--- config.mk ---
export PLATFORM = sky130hd
export DESIGN_NAME = lbist_ctrl_flat
export DESIGN_NICKNAME = d
export VERILOG_FILES = /design/src/rtl/lbist_pkg.sv /design/src/rtl/lbist_if.sv /design/src/rtl/lbist_misr.sv /design/src/rtl/lbist_ctrl.sv /design/src/flat_wrapper.sv
export SDC_FILE = /design/constraint.sdc
export NUM_CORES = 1
export LEC_CHECK = 0
export BUFFER_PORTS_ARGS = -buffer_cell sky130_fd_sc_hd__clkbuf_2
export CAP_MARGIN = 40
export CORE_MARGIN = 1
export CORE_UTILIZATION = 60
export CTS_CLUSTER_DIAMETER = 150
export CTS_CLUSTER_SIZE = 40
export DETAILED_ROUTE_END_ITERATION = 7
export GPL_TIMING_DRIVEN = 0
export PLACE_DENSITY = 0.87
export SETUP_SLACK_MARGIN = 0.05
export SLEW_MARGIN = 10
export SYNTH_ARGS = -nofsm -noshare
export SYNTH_HDL_FRONTEND = slang
export SYNTH_HIERARCHICAL = 1
export SYNTH_SLANG_ARGS = --single-unit
--- constraint.sdc ---
create_clock -name CK -period 4.6 [get_ports CK]
set_input_delay 0.92 -clock CK [delete_from_list [all_inputs] [get_ports CK]]
set_output_delay 0.92 -clock CK [all_outputs]
set_load 0.005 [all_outputs]
--- src/rtl/lbist_pkg.sv ---
// lbist_pkg: shared types and constants for the logic-BIST sequencer.
// PRPG/MISR polynomials, seed and the sequencer state encoding.
package lbist_pkg;
    localparam int SIG_W = 16;
    localparam logic [SIG_W-1:0] LFSR_SEED = 16'hACE1;
    // taps at bits 0,2,3,5
    localparam logic [SIG_W-1:0] PRPG_TAPS = 16'h002D;
    localparam logic [SIG_W-1:0] MISR_POLY = 16'h1021;

    typedef enum logic [2:0] {
        S_IDLE,
        S_SHIFT,
        S_CAPTURE,
        S_UNLOAD,
        S_DONE
    } state_t;

    function automatic logic [SIG_W-1:0] prpg_step(
        input logic [SIG_W-1:0] p
    );
        return {^(p & PRPG_TAPS), p[SIG_W-1:1]};
    endfunction
endpackage

--- src/rtl/lbist_if.sv ---
// lbist_if: control and scan-chain signals of the BIST sequencer.
// master = test-access side, slave = sequencer.
interface lbist_if #(
    parameter int PAT_W = 16
);
    logic                       start;
    logic                       abort;
    logic [PAT_W-1:0]           num_pat;
    logic                       scan_so;
    logic                       scan_si;
    logic                       SE;
    logic                       test_ce;
    logic                       busy;
    logic                       done;
    logic [PAT_W-1:0]           pat_cnt;
    logic [lbist_pkg::SIG_W-1:0] signature;

    modport master (
        output start, abort, num_pat, scan_so,
        input  scan_si, SE, test_ce, busy, done,
        input  pat_cnt, signature
    );

    modport slave (
        input  start, abort, num_pat, scan_so,
        output scan_si, SE, test_ce, busy, done,
        output pat_cnt, signature
    );
endinterface

--- src/rtl/lbist_misr.sv ---
// lbist_misr: 16-bit multiple-input signature register, one input bit.
// clr has priority over en; contents hold when en is low.
module lbist_misr
    import lbist_pkg::*;
(
    input  logic             CK,
    input  logic             RN,
    input  logic             clr,
    input  logic             en,
    input  logic             din,
    output logic [SIG_W-1:0] sig
);
    logic [SIG_W-1:0] fold;

    assign fold = sig[SIG_W-1] ? MISR_POLY : '0;

    // compact one scan-out bit per enabled cycle
    always_ff @(posedge CK or negedge RN) begin
        if (!RN) begin
            sig <= '0;
        end else if (clr) begin
            sig <= '0;
        end else if (en) begin
            sig <= {sig[SIG_W-2:0], 1'b0} ^ fold
                 ^ {{(SIG_W-1){1'b0}}, din};
        end
    end
endmodule

--- src/rtl/lbist_ctrl.sv ---
// lbist_ctrl: load/capture/unload sequencer for one full-scan chain.
// Inline PRPG drives scan-in; scan-out is folded into lbist_misr.
module lbist_ctrl
    import lbist_pkg::*;
#(
    parameter int CHAIN_LEN = 64,
    parameter int CAP_CYC   = 1,
    parameter int PAT_W     = 16
) (
    input logic  CK,
    input logic  RN,
    lbist_if.slave bus
);
    localparam int SH_W = $clog2(CHAIN_LEN);
    localparam int CC_W = $clog2(CAP_CYC + 1);
    localparam logic [SH_W-1:0] SH_LAST = SH_W'(CHAIN_LEN - 1);
    localparam logic [CC_W-1:0] CC_LAST = CC_W'(CAP_CYC - 1);
    localparam logic [PAT_W-1:0] PAT_MAX = '1;

    state_t           state;
    logic [SIG_W-1:0] prpg;
    logic [SIG_W-1:0] prpg_nx;
    logic [SH_W-1:0]  shift_cnt;
    logic [CC_W-1:0]  cap_cnt;
    logic [PAT_W-1:0] num_q;
    logic [PAT_W-1:0] pat_cnt;
    logic [PAT_W-1:0] pat_inc;
    logic             first;
    logic             se_q;
    logic             ce_q;
    logic             busy_q;
    logic             done_q;
    logic             si_q;
    logic             misr_clr;
    logic             misr_en;

    assign prpg_nx = prpg_step(prpg);
    assign pat_inc = (pat_cnt == PAT_MAX) ? pat_cnt
                                          : pat_cnt + PAT_W'(1);

    // new session (even an empty one) wipes the old signature
    assign misr_clr = (state == S_IDLE) & bus.start & ~bus.abort;
    // first load shifts out unknown chain contents, so it is masked
    assign misr_en = ~bus.abort
                   & (((state == S_SHIFT) & ~first)
                   | (state == S_UNLOAD));

    assign bus.SE      = se_q;
    assign bus.test_ce = ce_q;
    assign bus.busy    = busy_q;
    assign bus.done    = done_q;
    assign bus.scan_si = si_q;
    assign bus.pat_cnt = pat_cnt;

    lbist_misr u_misr (
        .CK  (CK),
        .RN  (RN),
        .clr (misr_clr),
        .en  (misr_en),
        .din (bus.scan_so),
        .sig (bus.signature)
    );

    // session FSM with registered chain controls and PRPG
    always_ff @(posedge CK or negedge RN) begin
        if (!RN) begin
            state     <= S_IDLE;
            prpg      <= LFSR_SEED;
            shift_cnt <= '0;
            cap_cnt   <= '0;
            num_q     <= '0;
            pat_cnt   <= '0;
            first     <= 1'b1;
            se_q      <= 1'b0;
            ce_q      <= 1'b0;
            busy_q    <= 1'b0;
            done_q    <= 1'b0;
            si_q      <= 1'b0;
        end else if (bus.abort) begin
            state     <= S_IDLE;
            shift_cnt <= '0;
            cap_cnt   <= '0;
            se_q      <= 1'b0;
            ce_q      <= 1'b0;
            busy_q    <= 1'b0;
            done_q    <= 1'b0;
            si_q      <= 1'b0;
        end else begin
            unique case (state)
                S_IDLE: begin
                    done_q <= 1'b0;
                    if (bus.start) begin
                        pat_cnt <= '0;
                        if (bus.num_pat != '0) begin
                            state     <= S_SHIFT;
                            num_q     <= bus.num_pat;
                            prpg      <= LFSR_SEED;
                            shift_cnt <= '0;
                            cap_cnt   <= '0;
                            first     <= 1'b1;
                            se_q      <= 1'b1;
                            ce_q      <= 1'b1;
                            busy_q    <= 1'b1;
                            si_q      <= LFSR_SEED[0];
                        end else begin
                            state  <= S_DONE;
                            done_q <= 1'b1;
                        end
                    end
                end
                S_SHIFT: begin
                    prpg <= prpg_nx;
                    si_q <= prpg_nx[0];
                    if (shift_cnt == SH_LAST) begin
                        shift_cnt <= '0;
                        state     <= S_CAPTURE;
                        se_q      <= 1'b0;
                    end else begin
                        shift_cnt <= shift_cnt + SH_W'(1);
                    end
                end
                S_CAPTURE: begin
                    if (cap_cnt == CC_LAST) begin
                        cap_cnt <= '0;
                        pat_cnt <= pat_inc;
                        first   <= 1'b0;
                        se_q    <= 1'b1;
                        if (pat_inc == num_q) begin
                            state <= S_UNLOAD;
                        end else begin
                            state <= S_SHIFT;
                        end
                    end else begin
                        cap_cnt <= cap_cnt + CC_W'(1);
                    end
                end
                S_UNLOAD: begin
                    prpg <= prpg_nx;
                    if (shift_cnt == SH_LAST) begin
                        shift_cnt <= '0;
                        state     <= S_DONE;
                        se_q      <= 1'b0;
                        ce_q      <= 1'b0;
                        busy_q    <= 1'b0;
                        done_q    <= 1'b1;
                        si_q      <= 1'b0;
                    end else begin
                        shift_cnt <= shift_cnt + SH_W'(1);
                        si_q      <= prpg_nx[0];
                    end
                end
                S_DONE: begin
                    done_q <= 1'b0;
                    state  <= S_IDLE;
                end
                default: begin
                    state <= S_IDLE;
                end
            endcase
        end
    end
endmodule

--- src/flat_wrapper.sv ---
// flat-port wrapper written by rule: the top's interface ports become plain ports
module lbist_ctrl_flat import lbist_pkg::*;
#(
    parameter int CHAIN_LEN = 64,
    parameter int CAP_CYC   = 1,
    parameter int PAT_W     = 16
)
  (CK, RN, bus_start, bus_abort, bus_num_pat, bus_scan_so, bus_scan_si, bus_SE, bus_test_ce, bus_busy, bus_done, bus_pat_cnt, bus_signature);
  lbist_if #(.PAT_W(PAT_W)) bus_i ();
  input logic CK;
  input logic RN;
  input wire logic [$bits(bus_i.start)-1:0] bus_start;
  input wire logic [$bits(bus_i.abort)-1:0] bus_abort;
  input wire logic [$bits(bus_i.num_pat)-1:0] bus_num_pat;
  input wire logic [$bits(bus_i.scan_so)-1:0] bus_scan_so;
  output wire logic [$bits(bus_i.scan_si)-1:0] bus_scan_si;
  output wire logic [$bits(bus_i.SE)-1:0] bus_SE;
  output wire logic [$bits(bus_i.test_ce)-1:0] bus_test_ce;
  output wire logic [$bits(bus_i.busy)-1:0] bus_busy;
  output wire logic [$bits(bus_i.done)-1:0] bus_done;
  output wire logic [$bits(bus_i.pat_cnt)-1:0] bus_pat_cnt;
  output wire logic [$bits(bus_i.signature)-1:0] bus_signature;
  assign bus_i.start = bus_start;
  assign bus_i.abort = bus_abort;
  assign bus_i.num_pat = bus_num_pat;
  assign bus_i.scan_so = bus_scan_so;
  assign bus_scan_si = bus_i.scan_si;
  assign bus_SE = bus_i.SE;
  assign bus_test_ce = bus_i.test_ce;
  assign bus_busy = bus_i.busy;
  assign bus_done = bus_i.done;
  assign bus_pat_cnt = bus_i.pat_cnt;
  assign bus_signature = bus_i.signature;
  lbist_ctrl #(.CHAIN_LEN(CHAIN_LEN), .CAP_CYC(CAP_CYC), .PAT_W(PAT_W)) u_core (.CK(CK), .RN(RN), .bus(bus_i));
endmodule
### Yosys cells after proc, flatten, opt, wreduce, memory -nomap -nowiden

Cells that the tools add are included.
W data, S select, Z words.

* register bits: 79
* latch bits: 0
* bits in writable memories: 0
* memory bits (read-only): 0
* bits of input ports: 21
* output and inout bits: 37
* memories kept: 0

* add/subtract/negate cells: 3
* multipliers: 0
* divide/modulo/power cells: 0
* order comparisons: 0
* equality and inequality tests: 16
* shift-type cells: 0
* muxes and demuxes: 46
* bitwise operators: 9
* reduce and logical (&&, ||, !) cells: 24

Operator list (number)
* $mux W16: 7
* $pmux W16 S2: 2
* $mux W6: 4
* $reduce_and A4 Y1: 5
* $mux W3: 6
* $mux W1: 17
* $add A16 B1 Y16 const B: 1
* $eq A16 B16 Y1: 1
* $eq A16 B16 Y1 const B: 1
* $reduce_bool A16 Y1: 1
* $reduce_xor A16 Y1: 1
* $xor A16 B1 Y16: 1
* $xor A16 B16 Y16: 1
* $ne A3 B3 Y1 const B: 5
* $mux W13: 1
* $pmux W3 S4: 1
* $pmux W6 S2: 1
* $reduce_bool A4 Y1: 3
* $reduce_and A5 Y1: 2
* $pmux W1 S3: 3
* $reduce_and A3 Y1: 3
* $reduce_bool A3 Y1: 3
* $add A6 B1 Y6 const B: 1
* $eq A3 B2 Y1 const B: 2
* other kinds (15): 25

### Longest topological paths before layout

Gate-level depths: netlist of run 1.

* depth in word-level cells: 7
* depth in mapped cells: 9
* gate-level depth less buffers: 8

### Modules after synthesis

The synthesis of run 1 kept the hierarchy.

By module, submodules not included
* lbist_ctrl: instances 1, cells each 381, area an instance 3498.4 sq um, seq. area each 1562.7 sq um
* lbist_misr: instances 1, cells each 55, area an instance 700.7 sq um, seq. area each 400.4 sq um

### Worst setup path after synthesis of run 1

OpenSTA, ideal clock, no wires.

* kind: input-to-reg
* from: input port bus_num_pat[10]
* to: register u_core.num_q[0]
* arrival time: 2.355 ns
* path slack: 2.121 ns
* stages on the path: 5
* cell sequence: nor4_1 > nand4_1 > nand2_1 > clkbuf_1 > mux2_2

* cells in the longest elaborated chain, start to end: 2

Ends and longest elaborated chain
* start, declared: line flat_wrapper.sv:14 `input wire logic [$bits(bus_i.num_pat)-1:0] bus_num_pat;`
* $reduce_bool A16 Y1: line lbist_ctrl.sv:94 `if (bus.num_pat != '0) begin`
* $reduce_and A4 Y1 (no line)
* end signal, assigned: line lbist_ctrl.sv:96 `num_q <= bus.num_pat;`
* end, declared: line lbist_ctrl.sv:25 `logic [PAT_W-1:0] num_q;`

Every way passes these cells.
A chain may end at the register's enable or synchronous reset.

### Final worst setup path of run 1

* from: register u_core.pat_cnt[0] (netlist: u_core/bus.pat_cnt[0])
* to: register u_core.state[1]

* cells in the longest elaborated chain, start to end: 7
* elaborated cells between the ends (all ways): 8
* classes of those cells: 1 x add/sub; 2 x eq/ne; 5 x mux

Ends and longest elaborated chain
* start, declared: line lbist_ctrl.sv:26 `logic [PAT_W-1:0] pat_cnt;`
* start signal, assigned: line lbist_ctrl.sv:125 `pat_cnt <= pat_inc;`
* $add A16 B1 Y16 or $eq A16 B16 Y1 (tied branches): line lbist_ctrl.sv:39, lbist_ctrl.sv:38
* $mux W16 *: line lbist_ctrl.sv:38 `assign pat_inc = (pat_cnt == PAT_MAX) ? pat_cnt`
* $eq A16 B16 Y1 *: line lbist_ctrl.sv:128 `if (pat_inc == num_q) begin`
* $mux W2 *: line lbist_ctrl.sv:128
* $mux W3 *: line lbist_ctrl.sv:123 `if (cap_cnt == CC_LAST) begin`
* $pmux W3 S4 *: line lbist_ctrl.sv:89 `unique case (state)`
* $mux W3 *: line lbist_ctrl.sv:79 `end else if (bus.abort) begin`
* end signal, assigned: line lbist_ctrl.sv:80 `state <= S_IDLE;`
* end signal, assigned: line lbist_ctrl.sv:129 `state <= S_UNLOAD;`
* end signal, assigned: line lbist_ctrl.sv:131 `state <= S_SHIFT;`
* end, declared: line lbist_ctrl.sv:20 `state_t state;`

Every way passes the cells marked *; elsewhere a longest branch is shown, timed or not. The select of a mux whose other input is x is not followed.

==> impl_metrics.py, run 1 <==
metrics = {
    "clocking": {
        "clk_pin_slew_worst_paths_ps": 80,
        "clockRootBuffer": "sky130_fd_sc_hd__clkbuf_8",
        "ctsHtreeMaxLevel": 3,
        "cts_tree": "built",
        "clock-sinks": 78,
        "cts_hold_buf": 0,
        "cts_post_setup_buffers_inserted": 0,
        "cts-buffers-inserted": 9,
        "clock_insertion_delay_worst_skew_ps": 360,
        "cts.repair.resized": 0,
        "cts_buffer_depth": 2,
    },
    "floorplan": {
        "start_util_pct": 61.8,
        "die_y_um": 85.7,
        "placement_rows": 30,
        "core_mm2": 0.00679,
        "die_width_um": 85.7,
        "io_pins": 58,
        "die-area_mm2": 0.00734,
    },
    "synth": {
        "synth_simple_gate_area_share_pct": 19.5,
        "register_area_share_after_synthesis_pct": 46.8,
        "yosys_warnings": 6,
        "yosysTopAreaCellShare_pct": 41.1,
        "synth_compound_gate_area_share_pct": 14.0,
        "postSynthNetCount": 459,
        "synth.avg_cell_area_um2": 9.63,
        "postSynthCellCount": 436,
        "synth.largest_area_cell": "sky130_fd_sc_hd__dfrtp_1",
        "number_of_synthesized_flops_with_an_enable_pin": 0,
        "synth_xor_area_share_pct": 5.21,
        "postSynth.asyncResetShare_pct": 100,
        "top_flip_flop_cell_by_instance_count_after_synthesis": "sky130_fd_sc_hd__dfrtp_1",
        "synth.cell_area_mm2": 0.00420,
        "synthMuxAreaShare_pct": 8.40,
        "ys_types": 59,
        "post_synth_fa_ha_maj_area_fraction_pct": 0.596,
        "post_synth_main_area_contributors": "sky130_fd_sc_hd__dfrtp_1 41%, sky130_fd_sc_hd__dfstp_2 5.6%, sky130_fd_sc_hd__o21ai_0 5.0%",
        "synth.ff_latch_count": 78,
        "synth_top_family_by_area": "simple AND/OR/NAND/NOR gates",
    },
    "place": {
        "place_congestion": 0.909,
        "dp.final_hpwl_mm": 6.93,
        "port_buffers": 56,
        "post-place-ws_ps": 1520,
    },
    "setup_path": {
        "crit_required_ps": 4860,
        "worstSetupEndpointType": "register",
        "worst_path_largest_cell_delay_ps": 770,
        "worstPathArrival_ps": 3150,
        "timing.critical_path.cells": "ha_1 > nand4_2 > nor4_1 > nor3b_1 > xnor2_1 > nor3_1 > nand4_1 > o31ai_2",
        "crit_slowest_cell": "sky130_fd_sc_hd__nor4_1",
        "rr_worst_depth": 8,
        "worstSetupStartpointType": "register",
        "path_class": "register to register",
        "worst-path-max-fanout": 9,
    },
    "layout": {
        "syn_to_final_growth_pct": 15.3,
        "num_antenna_cells": 0,
        "post-route-util_pct": 71.3,
        "final_nets": 527,
        "post_route_cells_drive_above_1_share_pct": 25.7,
    },
    "timing": {
        "slew_headroom_pct": 42.8,
        "fin_worst_skew_ps": 14.6,
        "timing.final.max_slew_violations": 0,
        "finalSetupViolations": 0,
        "final.min_clock_period_ps": 2890,
        "totalNegativeSetupSlack_ps": 0,
        "final.hold.worst_slack_ps": 486,
        "post-route-worst-setup-slack_ps": 1710,
        "maxClockFrequency_mhz": 346,
        "period_share_pct": 62.9,
        "finalHoldViolCount": 0,
        "worstMarginPinSlew_ps": 850,
        "rsz0062_at_grt": "no",
    },
    "power": {
        "design_power_total_mw": 1.57,
        "leakagePower_nw": 2.12,
        "p_per_area_mw_per_mm2": 324,
        "ir_drop_mv": 0.233,
    },
    "routing": {
        "antenna_violating_nets_post_route": 0,
        "drc_errors": 0,
        "vias": 3593,
        "drt-total-wl_mm": 9.72,
        "detail_route.first_pass.iterations": 5,
        "detail_route.vias_per_cell": 5.94,
        "routed_wire_length_per_instance_um": 16.1,
        "initialDrtViolationCount": 323,
    },
    "flow_run": {
        "max-cap-violations": 0,
    },
    "grt": {
        "grt_antenna_before_repair": 0,
        "first_global_vias": 3502,
        "grt_util_all_layers_pct": 28.4,
        "global_route_wire_length_before_repair_mm": 16.2,
        "grt_max_degree": 41,
        "grt_overflow_total": 0,
    },
    "worst_hold_path": {
        "worst_hold_path.num_cells": 2,
        "min_path_type": "register to register",
    },
    "outcome": {
        "status": "complete, no violations",
    },
}
-- layer usage --
layer  GRT usage, %  share of wire (%)
met2           44.4                 47
met4           15.9                3.3
met1           38.5                 42
met5              0                  0
met3           4.14                7.3
-- per-stage QoR --
step                      instance area, µm²  cells
after floorplan                         4200    436
after global placement                  4600    588
after detailed placement                4620    589
after CTS                               4840    605
after global routing                    4840    605
final                                   4840    605
-- final timing paths --
check | slack [ps] | start | end
max in group asynchronous | 3380 | RN | u_core/prpg[0]
setup reg to reg | 1710 | u_core/bus.pat_cnt[0] | u_core/state[1]
setup / recovery | 1710 | u_core/bus.pat_cnt[0] | u_core/state[1]
hold / removal | 490 | u_core/prpg[15] | u_core/prpg[15]
min in group asynchronous | 560 | RN | u_core/bus.pat_cnt[5]
hold reg to reg | 490 | u_core/prpg[15] | u_core/prpg[15]
-- cell families (layout without fill, tap and decap cells) --
family,Yosys count,after routing
compound gates,95,95
flops,78,78
mux,33,33
buf+inv,37,110
xor+xnor,25,25
simple gates,166,166
fa+ha+maj,2,2
-- where the power goes --
| part | internal (mW) | leakage [nW] | switching (mW) |
|---|---|---|---|
| registers | 0.752 | 1.02 | 0.0463 |
| clock network | 0.310 | 0.104 | 0.265 |
| logic | 0.0922 | 1.00 | 0.105 |
-- Yosys cell counts (5+ instances only) --
cell	count
sky130_fd_sc_hd__xor2_1	5
sky130_fd_sc_hd__dfstp_2	9
sky130_fd_sc_hd__a31oi_1	7
sky130_fd_sc_hd__nand3_1	11
sky130_fd_sc_hd__xnor2_1	20
sky130_fd_sc_hd__and3_1	7
sky130_fd_sc_hd__o21ai_0	42
sky130_fd_sc_hd__mux2_2	18
sky130_fd_sc_hd__nand4_1	9
sky130_fd_sc_hd__inv_1	7
sky130_fd_sc_hd__clkbuf_1	14
sky130_fd_sc_hd__a21oi_1	18
sky130_fd_sc_hd__o31ai_1	5
sky130_fd_sc_hd__mux2i_1	15
sky130_fd_sc_hd__nor3_1	9
sky130_fd_sc_hd__nand2_1	49
sky130_fd_sc_hd__buf_6	5
sky130_fd_sc_hd__dfrtp_1	69
sky130_fd_sc_hd__nor4_1	9
sky130_fd_sc_hd__nor2_1	48
-- registers in the layout, summed over array words and instances, names as in the netlist, 3 cells and up --
register / flops
u_core/shift_cnt: 6
u_core/state: 3
u_core/u_misr/sig: 16
u_core/bus.pat_cnt: 16
u_core/num_q: 16
u_core/prpg: 16
-- worst max-delay path, delay by kind of cell, from the launching register on --
family | cells | cell delay [ps]
xor gates and xnor gates | 1 | 210
AOI/OAI and AO/OA | 1 | 200
DFF | 1 | 490
and+or+nand+nor | 5 | 1530
adders and majority gates | 1 | 360
-- cell usage in the layout (no fill, tap or decap), types with 11 or more instances in the layout --
cell,Yosys,routed
sky130_fd_sc_hd__xnor2_1,20,20
sky130_fd_sc_hd__clkbuf_8,2,11
sky130_fd_sc_hd__mux2i_1,15,15
sky130_fd_sc_hd__nand3_1,11,11
sky130_fd_sc_hd__clkbuf_2,3,58
sky130_fd_sc_hd__o21ai_0,42,42
sky130_fd_sc_hd__a21oi_1,18,18
sky130_fd_sc_hd__nand2_1,49,49
sky130_fd_sc_hd__mux2_2,18,18
sky130_fd_sc_hd__dfrtp_1,69,69
sky130_fd_sc_hd__nor2_1,48,48
sky130_fd_sc_hd__clkbuf_1,14,15
-- cell type report --
class                           count  area [µm²]
Multi-Input combinational cell    321        2000
Clock buffer                       10         128
Sequential cell                    78        1960
Clock inverter                      6        92.6
Buffer                             30         206
Inverter                            7        26.3
Timing Repair Buffer               57         303
Tap cell                           96         120
Fill cell                         494        1950
Note: power is estimated with default switching activity, not from simulation.
==> run 2, diff against run 1 <==
CORE_UTILIZATION = 58   (was 60)
PLACE_DENSITY = 0.84   (was 0.87)
clock period = 2.9 ns   (was 4.6 ns; I/O delays follow)
==> run 2 against run 1 <==
Effect of this change: final area unchanged; global-route usage rose by 0.18 points; clock skew down 4.7 ps; sequential share of layout area grew 0.052 points; sequential power grew 59%; critical path type unchanged; critical endpoint unchanged.
==> impl_metrics.py, run 2 (same netlist as run 1, synthesis figures left out) <==
metrics = {
    "setup_path": {
        "path_class": "register to register",
        "reg2reg_from": "u_core/bus.pat_cnt[0]",
        "crit_slowest_cell": "sky130_fd_sc_hd__or4_4",
        "rr_worst_depth": 9,
        "critPathBufInv": 1,
        "regToRegEndpoint": "u_core/state[1]",
        "worstSetupEndpointType": "register",
        "worstSetupStartpointType": "register",
        "worstPathArrival_ps": 2920,
        "worst-path-max-fanout": 9,
        "worst_path_largest_cell_delay_ps": 580,
        "r2r_setup_slack_ps": 250,
        "timing.critical_path.cells": "ha_2 > nand4_2 > or4_4 > and2_2 > clkbuf_1 > xnor2_1 > o22ai_1 > nand4_1 > o31ai_2",
        "crit_required_ps": 3160,
        "crit_family": "simple AND/OR/NAND/NOR gates",
    },
    "power": {
        "p_per_area_mw_per_mm2": 496,
        "ir_drop_mv": 0.256,
        "design_power_total_mw": 2.40,
        "leakagePower_nw": 2.11,
    },
    "clocking": {
        "clock-sinks": 78,
        "clk_pin_slew_worst_paths_ps": 90,
        "clockRootBuffer": "sky130_fd_sc_hd__clkbuf_8",
        "cts_hold_buf": 0,
        "cts_tree": "built",
        "clock_insertion_delay_worst_skew_ps": 350,
        "ctsHtreeMaxLevel": 3,
        "cts-buffers-inserted": 9,
        "cts_buffer_depth": 2,
    },
    "place": {
        "post-place-ws_ps": 41.4,
        "dp.final_hpwl_mm": 7.17,
        "placement_stage_cell_area_mm2": 0.00463,
        "place_congestion": 0.936,
        "port_buffers": 56,
        "numPlacedInstances": 589,
    },
    "routing": {
        "detail_route.vias_per_cell": 5.95,
        "vias": 3600,
        "routed_wire_length_per_instance_um": 16.5,
        "detail_route.first_pass.iterations": 5,
        "drt-total-wl_mm": 9.98,
        "initialDrtViolationCount": 292,
        "drc_errors": 0,
        "antenna_violating_nets_post_route": 0,
    },
    "timing": {
        "post-route-worst-setup-slack_ps": 245,
        "fin_worst_skew_ps": 9.93,
        "rsz0062_at_grt": "no",
        "slew_headroom_pct": 46.6,
        "period_share_pct": 91.5,
        "maxClockFrequency_mhz": 377,
        "timing.final.max_slew_violations": 0,
        "final.min_clock_period_ps": 2650,
        "finalSetupViolations": 0,
        "finalHoldViolCount": 0,
        "totalNegativeSetupSlack_ps": 0,
        "worstMarginPinSlew_ps": 795,
        "final.hold.worst_slack_ps": 136,
    },
    "grt": {
        "first_global_vias": 3443,
        "grt_antenna_before_repair": 0,
        "grt_util_all_layers_pct": 28.6,
        "grt_max_degree": 61,
        "grt_overflow_total": 0,
        "global_route_wire_length_before_repair_mm": 16.6,
    },
    "floorplan": {
        "io_pins": 58,
        "die_y_um": 87.1,
        "start_util_pct": 60.8,
        "die_width_um": 87.1,
        "die-area_mm2": 0.00758,
        "placement_rows": 30,
        "core_mm2": 0.00691,
    },
    "layout": {
        "fin_cells": 605,
        "post-route-util_pct": 70.1,
        "post_route_cells_drive_above_1_share_pct": 26.7,
        "syn_to_final_growth_pct": 15.3,
        "layout_common_cells": "67 x sky130_fd_sc_hd__dfrtp_1, 58 x sky130_fd_sc_hd__clkbuf_2, 49 x sky130_fd_sc_hd__nand2_1, 47 x sky130_fd_sc_hd__nor2_1, 42 x sky130_fd_sc_hd__o21ai_0",
        "final_nets": 527,
        "layout.cells.most_common": "sky130_fd_sc_hd__dfrtp_1",
        "fin_area_mm2": 0.00484,
        "num_antenna_cells": 0,
    },
    "outcome": {
        "status": "complete, no violations",
    },
    "worst_hold_path": {
        "min_path_type": "input port to asynchronous set/reset pin",
    },
    "flow_run": {
        "max-cap-violations": 0,
    },
}
==> run 2: how the worst max path moves through the flow <==
stage | startpoint | end | slack, ps | cells after the start
3_3_place_gp | u_core/bus.pat_cnt[0] | u_core/state[1] | 40 | 8
4_1_cts | u_core/bus.pat_cnt[0] | u_core/state[1] | 130 | 8
6_report | u_core/bus.pat_cnt[0] | u_core/state[1] | 250 | 9
2_1_floorplan | u_core/bus.pat_cnt[0] | u_core/state[1] | 500 | 9
5_1_grt | u_core/bus.pat_cnt[0] | u_core/state[1] | 130 | 9
3_5_place_dp | u_core/bus.pat_cnt[0] | u_core/state[1] | 40 | 8
==> run 2: power by group <==
group          switching [mW]  leakage, nW  total, mW  internal [mW]
registers              0.0752         1.01       1.27           1.19
clock network           0.414       0.0931      0.818          0.404
logic                   0.170         1.00      0.318          0.148
total                   0.659         2.11       2.40           1.74
==> run 2: area by class of cell <==
cell class	instances	area, µm²
Timing Repair Buffer	57	310
Tap cell	96	120
Inverter	7	26.3
Clock buffer	10	128
Buffer	30	206
Multi-Input combinational cell	321	2010
Sequential cell	78	1970
Clock inverter	6	71.3
Fill cell	580	2060
==> run 2: worst register-to-register path: stages (launching register included) <==
cell and delay [ps]:
sky130_fd_sc_hd__dfrtp_2 460, sky130_fd_sc_hd__ha_2 290, sky130_fd_sc_hd__nand4_2 190, sky130_fd_sc_hd__or4_4 580, sky130_fd_sc_hd__and2_2 210, sky130_fd_sc_hd__clkbuf_1 160, sky130_fd_sc_hd__xnor2_1 160, sky130_fd_sc_hd__o22ai_1 110
sky130_fd_sc_hd__nand4_1 150, sky130_fd_sc_hd__o31ai_2 250
==> run 2: repair_timing <==
item,CTS,global route
gates resized for setup,1,4
cloned,0,0
hold endpoints to repair,0,0
setup endpoints to repair,1,1
setup buffers,0,0
==> run 2: per-layer routing <==
layer / GRT usage (%) / routed length, µm / part of all wire, % / vias up
met5: 0 / 0 / 0 / -
met4: 11.7 / 210 / 2.1 / 0
met3: 6.54 / 742 / 7.4 / 22
met2: 43.8 / 4660 / 47 / 171
met1: 39.4 / 4360 / 44 / 1730
li1: - / - / - / 1677
==> run 3, diff against run 2 <==
SETUP_SLACK_MARGIN = 0.4   (was 0.05)
==> run 3 against run 2 <==
Effect of this change: non-clock buffer count increased by 11; power about the same; clock skew increased by 1.8 ps; utilization increased by 1.8 points; critical path depth unchanged; wire length increased by 3.0%; clock power about the same; largest power group unchanged.
==> impl_metrics.py, run 3 (same netlist as run 1, synthesis figures left out) <==
metrics = {
    "place": {
        "port_buffers": 56,
        "dp.final_hpwl_mm": 7.17,
        "numPlacedInstances": 589,
        "place_congestion": 0.936,
    },
    "floorplan": {
        "start_util_pct": 60.8,
        "die_y_um": 87.1,
        "die-area_mm2": 0.00758,
        "core_mm2": 0.00691,
        "io_pins": 58,
        "die_width_um": 87.1,
        "placement_rows": 30,
    },
    "setup_path": {
        "path_class": "register to register",
        "worst_path_largest_cell_delay_ps": 560,
        "worstPathArrival_ps": 2710,
        "critPathBufInv": 2,
        "crit_slowest_cell": "sky130_fd_sc_hd__nor4_2",
        "timing.critical_path.cells": "buf_6 > nand3_4 > buf_4 > nor4_2 > nor3b_1 > xnor2_1 > nor3_1 > nand4_1 > o31ai_2",
        "crit_family": "simple AND/OR/NAND/NOR gates",
        "worstSetupEndpointType": "register",
        "worst-path-max-fanout": 8,
        "crit_required_ps": 3160,
        "worstSetupStartpointType": "register",
        "r2r_setup_slack_ps": 460,
        "reg2reg_from": "u_core/bus.pat_cnt[3]",
        "worst_setup_path_startpoint": "u_core/bus.pat_cnt[3]",
    },
    "layout": {
        "syn_to_final_growth_pct": 18.3,
        "layout.filler_cells": 561,
        "layout_common_cells": "66 x sky130_fd_sc_hd__dfrtp_1, 62 x sky130_fd_sc_hd__clkbuf_2, 49 x sky130_fd_sc_hd__nand2_1, 47 x sky130_fd_sc_hd__nor2_1, 42 x sky130_fd_sc_hd__o21ai_0",
        "fin_cells": 616,
        "post_route_cells_drive_above_1_share_pct": 29.6,
        "layout.cells.most_common": "sky130_fd_sc_hd__dfrtp_1",
        "final_nets": 538,
        "multi_input_area_mm2": 0.00204,
        "num_antenna_cells": 0,
        "seq_area_mm2": 0.00197,
    },
    "timing": {
        "finalHoldViolCount": 0,
        "maxClockFrequency_mhz": 409,
        "worstMarginPinSlew_ps": 806,
        "finalSetupViolations": 0,
        "rsz0062_at_grt": "no",
        "timing.final.max_slew_violations": 0,
        "period_share_pct": 84.3,
        "final.min_clock_period_ps": 2440,
        "slew_headroom_pct": 45.9,
        "fin_worst_skew_ps": 11.7,
        "totalNegativeSetupSlack_ps": 0,
    },
    "flow_run": {
        "max-cap-violations": 0,
    },
    "power": {
        "p_int_mw": 1.74,
        "p_per_area_mw_per_mm2": 484,
        "power_frac_comb_pct": 13.2,
        "ir_drop_mv": 0.256,
        "power_switching_share_pct": 27.4,
        "pwr-share-clk_pct": 34.0,
        "netSwitchingPower_mw": 0.660,
        "leakagePower_nw": 2.18,
        "seq_pwr_share_pct": 52.7,
    },
    "clocking": {
        "cts-buffers-inserted": 9,
        "clock-sinks": 78,
        "clock_insertion_delay_worst_skew_ps": 350,
        "cts_tree": "built",
        "cts_hold_buf": 0,
        "clockRootBuffer": "sky130_fd_sc_hd__clkbuf_8",
        "clk_pin_slew_worst_paths_ps": 90,
        "cts_buffer_depth": 2,
        "ctsHtreeMaxLevel": 3,
    },
    "grt": {
        "grt_antenna_before_repair": 0,
        "global_route_wire_length_before_repair_mm": 16.6,
        "grt_overflow_total": 0,
        "first_global_vias": 3455,
        "grt_util_all_layers_pct": 28.7,
        "grt_max_degree": 61,
    },
    "routing": {
        "vias": 3642,
        "routed_wire_length_per_instance_um": 16.7,
        "antenna_violating_nets_post_route": 0,
        "drt-total-wl_mm": 10.3,
        "detail_route.vias_per_cell": 5.91,
        "detail_route.first_pass.iterations": 5,
        "drc_errors": 0,
        "initialDrtViolationCount": 335,
    },
    "outcome": {
        "status": "complete, no violations",
    },
    "worst_hold_path": {
        "min_path_type": "input port to asynchronous set/reset pin",
    },
}
-- run 3: changes by cell type in the layout (fill, tap and decap cells not counted), moves of 2 or more --
cell	delta
sky130_fd_sc_hd__buf_6	+2
sky130_fd_sc_hd__buf_4	+10
sky130_fd_sc_hd__clkbuf_2	+4
sky130_fd_sc_hd__clkbuf_1	-5
-- run 3: layout make-up --
| class | instances | area share [%] |
|---|---|---|
| multi-input cells | 321 | 41.0 |
| flip-flops and latches | 78 | 39.6 |
| repair buffers | 68 | 7.91 |
| plain buffers | 30 | 4.48 |
| clock buffers | 10 | 2.57 |
| well taps | 96 | 2.42 |
| clock inverters | 6 | 1.44 |
| inverters | 7 | 0.529 |
-- run 3: routing by layer --
| metal | track usage, % | part of all wire, % |
|---|---|---|
| met5 | 0 | 0 |
| met2 | 43.9 | 48 |
| met1 | 39.3 | 43 |
| met3 | 6.82 | 7.2 |
| met4 | 11.7 | 2.1 |
-- run 3: what timing repair did --
action,CTS,global route
pin swaps,0,5
setup endpoints to repair,2,27
gates resized for setup,6,18
setup buffers,2,9
-- run 3: final timing paths --
| check | end | cells after the start |
|---|---|---|
| min | u_core/num_q[1] | 1 |
| max reg2reg | u_core/state[1] | 9 |
| max in group asynchronous | u_core/prpg[5] | 2 |
| max | u_core/state[1] | 9 |
| min reg2reg | u_core/prpg[15] | 2 |
| min in group CK | u_core/num_q[14] | 2 |
-- run 3: power by group through the flow --
| stage | clock network, mW | logic [mW] | registers (mW) |
|---|---|---|---|
| 6_report | 0.819 | 0.319 | 1.27 |
| 3_5_place_dp | 0 | 0.314 | 1.29 |
| 3_3_place_gp | 0 | 0.296 | 1.28 |
| 2_1_floorplan | 0 | 0.220 | 1.26 |
| 4_1_cts | 0.831 | 0.317 | 1.27 |
| 5_1_grt | 0.883 | 0.356 | 1.28 |
-- run 3: metrics by stage --
stage	total power, mW	hold WS [ps]	util [%]	worst slack (ps)	instance area, µm²
floorplan	1.48	284	-	495	4200
global placement	1.58	463	66.6	36.4	4600
detailed placement	1.60	474	67.0	41.4	4630
CTS	2.41	137	70.5	408	4870
global route	2.52	145	71.9	371	4970
finish	2.40	136	71.9	455	4970
